File: src/rtl/bike_disp_pkg.sv
// Shared definitions for the bike display scan path: digit-count default,
// BCD limit, all-off digit-select helper and the scan FSM encoding.
package bike_disp_pkg;

    localparam int         NUM_DIGITS_DEF = 4;
    localparam int         MAX_DIGITS     = 8;
    localparam logic [3:0] BCD_MAX        = 4'd9;

    typedef enum logic {
        OFF  = 1'b0,
        SCAN = 1'b1
    } scan_state_e;

    // All-ones select (every anode off) for an n-digit display, LSB aligned.
    function automatic logic [MAX_DIGITS-1:0] dig_off(input int n);
        logic [MAX_DIGITS-1:0] m;
        m = '0;
        for (int i = 0; i < MAX_DIGITS; i++) begin
            m[i] = (i < n);
        end
        return m;
    endfunction

endpackage

File: src/rtl/scan_prescaler.sv
// Digit-slot prescaler: counts 0..SCAN_DIV-1 while enabled and pulses tick_o
// on the last count; the count is held (not cleared) while disabled.
module scan_prescaler #(
    parameter int SCAN_DIV = 50000
) (
    input  logic clock,
    input  logic rst_n,
    input  logic en_i,
    output logic tick_o
);

    localparam int               DIV_W = (SCAN_DIV > 1) ? $clog2(SCAN_DIV) : 1;
    localparam logic [DIV_W-1:0] LAST  = DIV_W'(SCAN_DIV - 1);

    logic [DIV_W-1:0] cnt_q, cnt_d;

    always_comb begin
        tick_o = en_i && (cnt_q == LAST);
        cnt_d  = cnt_q;
        if (en_i) begin
            cnt_d = tick_o ? '0 : cnt_q + DIV_W'(1);
        end
    end

    always_ff @(posedge clock or negedge rst_n) begin
        if (!rst_n) begin
            cnt_q <= '0;
        end else begin
            cnt_q <= cnt_d;
        end
    end

endmodule

File: src/rtl/seg_scan_ctrl.sv
// Time-multiplexed 7-segment scan controller with a double-buffered BCD word.
// Optional build macro LEAD_ZERO_BLANK_EN blanks zero digits above the MSD.
module seg_scan_ctrl
    import bike_disp_pkg::*;
#(
    parameter int NUM_DIGITS = NUM_DIGITS_DEF,
    parameter int SCAN_DIV   = 50000
) (
    input  logic                    clock,
    input  logic                    rst_n,
    input  logic                    enable,
    input  logic [4*NUM_DIGITS-1:0] bcd_in,
    input  logic                    upd_valid,
    output logic                    upd_ready,
    output logic [3:0]              dig_bcd,
    output logic [NUM_DIGITS-1:0]   dig_sel,
    output logic                    frame_done
);

    localparam int                    IDX_W    = $clog2(NUM_DIGITS);
    localparam logic [IDX_W-1:0]      IDX_LAST = IDX_W'(NUM_DIGITS - 1);
    localparam logic [NUM_DIGITS-1:0] DIG_OFF  = NUM_DIGITS'(dig_off(NUM_DIGITS));

    scan_state_e               state_q, state_d;
    logic [IDX_W-1:0]          idx_q, idx_d;
    logic [4*NUM_DIGITS-1:0]   disp_q, disp_d;
    logic [4*NUM_DIGITS-1:0]   pend_q, pend_d;
    logic                      pend_vld_q, pend_vld_d;
    logic [3:0]                dig_bcd_q, dig_bcd_d;
    logic [NUM_DIGITS-1:0]     sel_p1_q, sel_p1_d;
    logic [NUM_DIGITS-1:0]     dig_sel_q, dig_sel_d;
    logic                      frame_done_q, frame_done_d;
    logic                      scan_en, tick, wrap, capture, transfer;
    logic [NUM_DIGITS-1:0]     show;

    assign scan_en = (state_q == SCAN);

    scan_prescaler #(
        .SCAN_DIV (SCAN_DIV)
    ) u_prescaler (
        .clock  (clock),
        .rst_n  (rst_n),
        .en_i   (scan_en),
        .tick_o (tick)
    );

`ifdef LEAD_ZERO_BLANK_EN
    // A digit is shown once any digit at or above it is nonzero; digit 0 always.
    logic seen;
    always_comb begin
        seen = 1'b0;
        show = '0;
        for (int k = NUM_DIGITS - 1; k >= 0; k--) begin
            if (disp_q[4*k +: 4] != 4'd0) begin
                seen = 1'b1;
            end
            show[k] = seen || (k == 0);
        end
    end
`else
    assign show = '1;
`endif

    always_comb begin
        state_d = enable ? SCAN : OFF;
    end

    always_comb begin
        wrap  = tick && (idx_q == IDX_LAST);
        idx_d = idx_q;
        if (tick) begin
            idx_d = wrap ? '0 : idx_q + IDX_W'(1);
        end

        // The display buffer only moves at a frame boundary or while dark.
        capture    = upd_valid && !pend_vld_q;
        transfer   = pend_vld_q && (wrap || (state_q == OFF));
        disp_d     = transfer ? pend_q : disp_q;
        pend_d     = capture ? bcd_in : pend_q;
        pend_vld_d = pend_vld_q;
        if (transfer) begin
            pend_vld_d = 1'b0;
        end
        if (capture) begin
            pend_vld_d = 1'b1;
        end

        // Stage 1: code to decoder, select for the same slot held one clock back.
        dig_bcd_d = '0;
        sel_p1_d  = DIG_OFF;
        for (int k = 0; k < NUM_DIGITS; k++) begin
            if (idx_q == IDX_W'(k)) begin
                dig_bcd_d = disp_q[4*k +: 4];
                if ((disp_q[4*k +: 4] <= BCD_MAX) && show[k]) begin
                    sel_p1_d[k] = 1'b0;
                end
            end
        end

        // Stage 2: anode select lands with the decoder's registered segments.
        dig_sel_d    = (state_d == SCAN) ? sel_p1_q : DIG_OFF;
        frame_done_d = wrap;
    end

    always_ff @(posedge clock or negedge rst_n) begin
        if (!rst_n) begin
            state_q <= OFF;
        end else begin
            state_q <= state_d;
        end
    end

    always_ff @(posedge clock or negedge rst_n) begin
        if (!rst_n) begin
            idx_q        <= '0;
            disp_q       <= '0;
            pend_q       <= '0;
            pend_vld_q   <= 1'b0;
            dig_bcd_q    <= '0;
            sel_p1_q     <= DIG_OFF;
            dig_sel_q    <= DIG_OFF;
            frame_done_q <= 1'b0;
        end else begin
            idx_q        <= idx_d;
            disp_q       <= disp_d;
            pend_q       <= pend_d;
            pend_vld_q   <= pend_vld_d;
            dig_bcd_q    <= dig_bcd_d;
            sel_p1_q     <= sel_p1_d;
            dig_sel_q    <= dig_sel_d;
            frame_done_q <= frame_done_d;
        end
    end

    assign upd_ready  = !pend_vld_q;
    assign dig_bcd    = dig_bcd_q;
    assign dig_sel    = dig_sel_q;
    assign frame_done = frame_done_q;

endmodule

File: config.mk
export PLATFORM = sky130hd
export DESIGN_NAME = seg_scan_ctrl
export DESIGN_NICKNAME = d
export VERILOG_FILES = /design/src/rtl/bike_disp_pkg.sv /design/src/rtl/scan_prescaler.sv /design/src/rtl/seg_scan_ctrl.sv
export SDC_FILE = /design/constraint.sdc
export NUM_CORES = 1
export LEC_CHECK = 0
export CORE_MARGIN = 3
export CORE_UTILIZATION = 60
export CTS_CLUSTER_DIAMETER = 150
export DETAILED_ROUTE_END_ITERATION = 10
export GPL_TIMING_DRIVEN = 1
export PLACE_DENSITY = 0.84
export SYNTH_ARGS = -nofsm -noshare
export SYNTH_HDL_FRONTEND = slang
export SYNTH_HIERARCHICAL = 1
export SYNTH_SLANG_ARGS = --single-unit
File: constraint.sdc
create_clock -name clock -period 4.5 [get_ports clock]
set_input_delay 0.675 -clock clock [delete_from_list [all_inputs] [get_ports clock]]
set_output_delay 0.675 -clock clock [all_outputs]
set_load 0.05 [all_outputs]
==> Word level (Yosys, flattened, before mapping) <==
Cells that the tools add are included.
{ "word_totals": {"ff_bits": 65, "input_bits": 20} }
{ "op_classes": {"addsub": 2, "order_cmp": 4, "eq_ne": 4, "mux": 18, "bitwise_logic": 1, "reduce_logical": 8} }
{ "op_table": {"columns": ["cell", "n"], "rows": [
  ["$mux W4", 5],
  ["$add A16 B1 Y16 const B", 1],
  ["$eq A16 B16 Y1 const B", 1],
  ["$le A4 B4 Y1 const B", 4],
  ["$mux W16", 1],
  ["$mux W1", 11],
  ["$eq A2 B2 Y1 const B", 2],
  ["$logic_and A1 B1 Y1", 4],
  ["$add A2 B1 Y2 const B", 1],
  ["$eq A2 B1 Y1 const B", 1],
  ["$logic_not A2 Y1", 1],
  ["$mux W2", 1],
  ["$reduce_bool A2 Y1", 1],
  ["$logic_not A1 Y1", 1],
  ["$logic_or A1 B1 Y1", 1],
  ["$not A1 Y1", 1]
]} }

==> Logic depth before layout (Yosys ltp) <==
{ "depth": {"ltp_word": 7, "ltp_mapped": 7} }

==> Modules after synthesis <==
The synthesis kept the hierarchy.
{ "modules_own_cells": {"columns": ["module", "n_inst", "cells_per_inst", "area_each_um2", "seq_area_each_um2"], "rows": [
  ["seg_scan_ctrl", 1, 132, 1965.6, 1236.2],
  ["scan_prescaler", 1, 72, 779.5, 400.4]
]} }

==> Worst setup path before layout <==
No wires, ideal clock.
{ "synth_path": {"kind": "flip-flop to flip-flop", "startpoint": "register u_prescaler.cnt_q[5]", "endpoint": "register disp_q[10]", "arrival_ns": 2.240, "required_ns": 4.375, "slack_ns": 2.135, "stages_incl_launch_ff": 7, "synth_period_minus_slack_ns": 2.365, "cell_sequence": "dfrtp_1 -> or4b_4 -> nor4_4 -> a21bo_4 -> nand2_4 -> buf_6 -> mux2_4"} }
{ "synth_between": {"elab_chain_cells": 5} }
{ "synth_rtl": {"columns": ["element", "line_no", "text"], "rows": [
  ["start, declared", "scan_prescaler.sv:15", "logic [DIV_W-1:0] cnt_q, cnt_d;"],
  ["start signal, assigned", "scan_prescaler.sv:29", "cnt_q <= cnt_d;"],
  ["$eq A16 B16 Y1", "scan_prescaler.sv:18", "tick_o = en_i && (cnt_q == LAST);"],
  ["$logic_and A1 B1 Y1", "scan_prescaler.sv:18", null],
  ["net tick", "seg_scan_ctrl.sv:33", "logic scan_en, tick, wrap, capture, transfer;"],
  ["$logic_and A1 B1 Y1", "seg_scan_ctrl.sv:69", "wrap = tick && (idx_q == IDX_LAST);"],
  ["$logic_or A1 B1 Y1", "seg_scan_ctrl.sv:77", "transfer = pend_vld_q && (wrap || (state_q == OFF));"],
  ["$logic_and A1 B1 Y1", "seg_scan_ctrl.sv:77", null],
  ["end signal, assigned", "seg_scan_ctrl.sv:125", "disp_q <= disp_d;"],
  ["end, declared", "seg_scan_ctrl.sv:26", "logic [4*NUM_DIGITS-1:0] disp_q, disp_d;"]
]} }
The timed path passes the listed nets, and every way through them passes these cells.
A chain may end at the register's enable or synchronous reset.

==> Final worst setup path <==
{ "layout_path": {"startpoint": "register u_prescaler.cnt_q[10]", "endpoint": "register disp_q[6]"} }
The elaborated chain is that of the path after synthesis.

==> results.cfg <==
[synthesis]
synthCells = 204
ys_seq_elements = 65
ys_types = 37
post_synth.cell_area_avg_um2 = 13.46
yosys_warnings = 6
synth_area_um2 = 2745
synth-seq-area-share = 0.5962
synth_fp_nets = 229

[final_layout]
n_antenna_cell = 0
area_growth_pct = 19.10
drive_above_1_share = 0.2540
fin_nets = 268

[critical_path]
worstSetupPathType = reg2reg
crit_start = u_prescaler/cnt_q[10]
rr_startpoint = u_prescaler/cnt_q[10]
crit_arrival_ns = 2.78
worstSetupStartpointType = flip-flop
critical_path.max_fanout = 16
crit_required_ns = 4.72
end_kind = flip-flop

[clock_tree]
cts-root-buf = clkbuf_8
post-cts-setup-buffers = 0
clk_latency_ns = 0.33
cts_resized = 0
numCtsBuffers = 9
hold_buffers = 0
clk_pin_slew_ns = 0.07
ctsLongestPathBuffers = 2
clkSinkCount = 65
cts_htree_levels = 3
tritoncts = built

[routing]
vias = 1660
antenna_left = 0
drt_first_iter_violations = 116
viasPerCell = 5.570
drt-wirelength-per-cell_um = 16.86
drtPass1Iterations = 4
drt-total-wl_um = 5024
drc = 0

[floorplanning]
die_x_um = 73.64
num_rows = 23
core_area_um2 = 4202
initial_core_util = 0.6534
ios = 30
die-area_um2 = 5423
die_h_um = 73.64

[sta]
maxSlewViolCount = 0
tns_ns = 0
max-slew-margin-rel = 0.4836
final.min_clock_period_ns = 2.565
timing.fmax_mhz = 389.9
hold_viol = 0
skew_ns = 0.003922
hold_ws_ns = 0.4813
post-route-period-util = 0.5699
finalSetupViolations = 0
grt_setup_unrepaired = false
max_slew.worst_pin.slew_ns = 0.7746

[global_routing]
gr-usage-all-layers = 0.2123
grt_pass1_vias = 1714
antenna_found_initial = 0
grt_overflow_total = 0
grt_pass1_wl_um = 8390
grt_max_degree = 66

[pwr]
p_leak_nw = 1.419
swShare = 0.2902
p_per_area_nw_per_um2 = 511.9
p_sw_w = 0.0004857
sequentialPowerShare = 0.502
share_comb_of_total_power = 0.213
p_clk_frac = 0.285
irDropWorstVdd_mv = 0.3198
internal_power_w = 0.001188

[min_path]
hold_start = sel_p1_q[3]
hold_class = reg2reg

[job]
maxCapViolCount = 0

[placed_design]
port_buffers = 29
dpl.hpwl_um = 3489
globalplace.congestion = 0.7639

[run_status]
status = complete, no violations
==> kinds of logic after synthesis <==
group	Yosys count	synth area share
and+or+nand+nor	58	0.1285
AOI/OAI and AO/OA	24	0.05378
muxes	33	0.1486
xor gates and xnor gates	10	0.03191
buffers and inverters	9	0.01823
adders and majority gates	5	0.02279
DFF	65	0.5962
==> Yosys cell counts <==
master    count  area, um^2
dfrtp_1      57        1426
mux2_2       22       247.7
nand2_1      16       60.06
mux2_4       10       150.1
o21ai_0      10       50.05
dfstp_2       8       210.2
nand2b_1      8       50.05
xnor2_1       7       61.31
inv_1         6       22.52
nor2_1        6       22.52
ha_1          5       62.56
a31oi_1       4       25.02
nand3b_1      4       30.03
nand4_1       4       25.02
o22ai_1       4       25.02
nand3_1       3       15.01
nor3_1        3       15.01
xor2_1        3       26.28
a21oi_1       2       10.01
buf_6         2       22.52
nor2b_1       2       12.51
or3_1         2       12.51
or4b_4        2       27.53
a21bo_4       1       16.27
a22o_1        1       8.760
and2_1        1       6.260
buf_2         1       5.000
mux2i_1       1       10.01
nand2_4       1       11.26
nand4_2       1       12.51
nand4b_1      1       8.760
nor4_1        1       6.260
nor4_4        1       21.27
o21ai_1       1       5.000
o21bai_1      1       7.510
or3b_2        1       8.760
or4_1         1       7.510
==> sequential cells by signal, summed over array words and instances (netlist names) <==
name	flops
pend_vld_q	1
scan_en	1
dig_sel	4
u_prescaler/cnt_q	16
pend_q	16
sel_p1_q	4
disp_q	16
idx_q	2
frame_done	1
dig_bcd	4
==> layout by cell type, fill, tap and decap left out, drive strengths merged, types with 3 or more instances in the layout <==
cell,netlist,final
a31oi,4,4
nand4,5,5
ha,5,5
buf,3,3
nand2,17,17
xnor2,7,7
nor3,3,3
inv,6,6
xor2,3,3
o22ai,4,4
nand3,3,3
o21ai,11,11
nand3b,4,4
nand2b,8,8
clkbuf,0,13
dfstp,8,8
dfrtp,57,57
mux2,32,32
nor2,6,6
clkdlybuf4s50,0,28
==> through the flow <==
stage	instances	utilization	setup WS, ns	cell area, um^2	power, W
after floorplan	204	-	2.135	2745	0.001073
after global placement	282	0.7332	2.012	3080	0.001183
after detailed placement	282	0.7332	1.928	3080	0.001203
after CTS	298	0.7781	1.932	3269	0.001680
after global routing	298	0.7781	1.800	3269	0.001750
final	298	0.7781	1.935	3269	0.001674
==> layout make-up <==
class / count / area [um^2]
Clock buffer: 13 / 148.9
Clock inverter: 3 / 40.04
Fill cell: 271 / 932.1
Inverter: 6 / 22.52
Multi-Input combinational cell: 130 / 1059
Sequential cell: 65 / 1637
Tap cell: 50 / 62.56
Timing Repair Buffer: 31 / 300.3
==> per-layer routing <==
layer	global-route usage	vias to the layer above	share of wire
met2	0.3140	40	0.46
met1	0.2951	809	0.48
met5	0	-	0
met4	0.1087	0	0.023
met3	0.04788	12	0.038
li1	-	799	-
==> critical path, stage by stage, from the launching register on <==
cell and delay [ns]:
dfrtp_1 0.44, or4b_4 0.57, nor4_4 0.68, a21bo_4 0.23, nand2_4 0.17, mux2_4 0.35
==> worst paths after layout <==
check	depth (start not counted)	end	slack, ns
worst max-delay path	5	disp_q[6]	1.94
worst max register to register	5	disp_q[6]	1.94
max in group asynchronous	2	disp_q[4]	3.49
worst min-delay path	1	dig_sel[3]	0.48
worst min register to register	1	dig_sel[3]	0.48
min in group asynchronous	2	disp_q[7]	0.50
==> power by group through the flow <==
stage | Combinational (W) | Sequential, W | Clock (W)
detailed placement | 0.000358 | 0.000844 | 0
CTS | 0.000363 | 0.000837 | 0.000481
finish | 0.000357 | 0.000839 | 0.000477
global placement | 0.000348 | 0.000835 | 0
global route | 0.000384 | 0.000858 | 0.000508
floorplan | 0.000203 | 0.000870 | 0
(Power assumes the default switching activity.)
==> variant (config.mk and constraints unchanged) <==
The package constant `NUM_DIGITS_DEF` goes from 4 to 16.
--- a/src/rtl/bike_disp_pkg.sv
+++ b/src/rtl/bike_disp_pkg.sv
@@ -3,5 +3,5 @@
 package bike_disp_pkg;
 
-    localparam int         NUM_DIGITS_DEF = 4;
+    localparam int         NUM_DIGITS_DEF = 16;
     localparam int         MAX_DIGITS     = 8;
     localparam logic [3:0] BCD_MAX        = 4'd9;
Interface: changed (resized bcd_in and dig_sel); port bits go from 30 to 90. No check against the original RTL was run, so the function may have changed too.
==> variant against the original RTL <==
Hold slack got worse by 0.12 ns. Clock skew rose by 0.0015 ns. Cell area rose to 2.7 times the old value. Combinational power rose by 140%. Sequential cell count rose by 106. Total power rose to 2.7 times the old value. Worst setup slack got worse by 0.87 ns. Synthesized cell count rose to 2.8 times the old value. Non-clock buffer count rose by 55. Sequential power rose to 2.7 times the old value. Via count rose to 2.9 times the old value. Area after synthesis rose to 2.7 times the old value. Routed wire length rose to 3.0 times the old value. Highest routed layer unchanged.
==> variant: results (changes against the original RTL) <==
Synth
  – Distinct cells, synth: 56 (+51%)
  – Commonest cells in the netlist: dfrtp_1 (155), mux2_2 (123), o21ai_0 (28)
  – Seq/Total Area, Yosys: 58.68% (-0.93 points)
  – Synth top area cells: dfrtp_1 (53%), mux2_2 (19%), dfstp_2 (5.7%), o21ai_0 (1.9%), a21oi_1 (1.4%)
  – Cells after Synth: 562 (+180%)

Placement
  – Gpl congestion: 0.9075 (+19%)
  – DP HPWL: 10.11 mm (+190%)
  – Placed instance count: 762 (+170%)
  – PortBufs: 81 (+180%)
  – DP Area: 8174 µm² (+170%)

GRT
  – First-pass GRT wire length: 24.63 mm (+190%)
  – Maximum number of pins on one net before global-route repair: 109 (+65%)
  – Gr usage total: 23.90% (+2.7 points)
  – Vias in the first global route: 4874 (+180%)

Final layout
  – Final cell count without fillers: 794 (+170%)
  – Fillers: 734 (+170%)
  – Sequential cell area: 4299 µm² (+160%)
  – Layout cell share with drive strength beyond 1: 27.80% (+2.4 points)
  – Fin nets: 711 (+170%)
  – Top Registers: disp_q (64), pend_q (64), u_prescaler/cnt_q (16)

Routing
  – Via density: 6.001 (+7.7%)
  – Drt first pass iters: 5 (+1)
  – Drt first-iter violations: 477 (+310%)
  – Overall routed net length: 15.16 mm (+200%)

Critical path
  – Worst flop-to-flop path startpoint: u_prescaler/cnt_q[5]
  – Crit Reg-Reg Endpoint: disp_q[38]
  – Max FO, Critical Path: 69 (+53)
  – CP arrival: 3.74 ns (+0.96 ns)
  – R2r worst-path depth: 6 (+1)
  – R2R Setup Slk: 1.06 ns (-0.87 ns)
  – CP startpoint: u_prescaler/cnt_q[5]

Outcome
  – Status: finished, final reports clean

Worst hold path
  – Hold/Removal Path Class: in -> async

Clock tree
  – Clk_lat worst skew: 0.42 ns (+0.09 ns)
  – H-tree Lvls: 4 (+1)
  – CTS root buf: clkbuf_16
  – CTS Buf Count: 17 (+8)
  – Clock Pin Slew Worst Setup and Hold Paths: around 0.060 ns
  – Clock sink count: 171 (+160%)

Power and ir drop
  – Leak: 0.003605 µW (+150%)
  – Internal power: 3357 µW (+180%)
  – Worst IR drop on VDD: 0.3045 mV (-4.8%)

Timing
  – Setup clock skew after layout: 0.005385 ns (+0.001463 ns)
  – Hold Slack: 0.3635 ns (-0.1178 ns)
  – Slew HR: 31.50% (-17 points)
variant: how the worst max path moves through the flow:
stage	end	slack (ns)	cells past startpoint
after global placement	disp_q[45]	1.21	6
after CTS	disp_q[38]	1.07	6
final	disp_q[38]	1.06	6
after detailed placement	disp_q[25]	1.11	6
after floorplan	disp_q[62]	1.77	7
after global routing	disp_q[39]	0.83	6
variant: cell type report:
cell class,count,share of cell area [%]
clock inverter,7,1.013
multi-input combinational,348,31.86
inverter,14,0.5993
clock buffer,25,5.765
sequential,171,49.03
tap,143,2.041
timing repair buffer,86,9.689
variant: logic make-up (layout without fill, tap and decap cells):
group                    count (synthesis)  count (layout)  share of synthesized area, %
XOR/XNOR                                11              11                         1.315
multiplexers                           125             125                         19.20
adder cells (fa/ha/maj)                  5               5                        0.8540
flip-flops                             171             171                         58.68
buffers and inverters                   50             132                         3.740
other                                    1               8                       0.05119
AND/OR/NAND/NOR                        101             101                         7.498
AO/OA/AOI/OAI                           98              98                         8.659
variant: power groups by stage:
stage          registers, µW  clock network [µW]  logic, µW
5_1_grt                 2350                1540        929
6_report                2300                1450        851
2_1_floorplan           2240                   0        583
4_1_cts                 2300                1470        862
3_3_place_gp            2290                   0        809
3_5_place_dp            2310                   0        848
variant: worst max-delay path, cell delays in order, from the launching register on:
cell     delay, ns
dfrtp_1       0.43
or4b_4        0.57
nor4_4        0.70
nand4_1       0.28
a21oi_4       0.21
buf_4         0.65
mux2_2        0.42
variant: routing by layer:
metal / wire, µm / up-vias / track usage (%) / part of all wire [%]
met5: 0 / - / 0 / 0
met2: 7605 / 208 / 38.48 / 50
met1: 6139 / 2365 / 31.37 / 41
met4: 384 / 0 / 9.899 / 2.5
met3: 1025 / 32 / 5.803 / 6.8
li1: - / 2160 / - / -
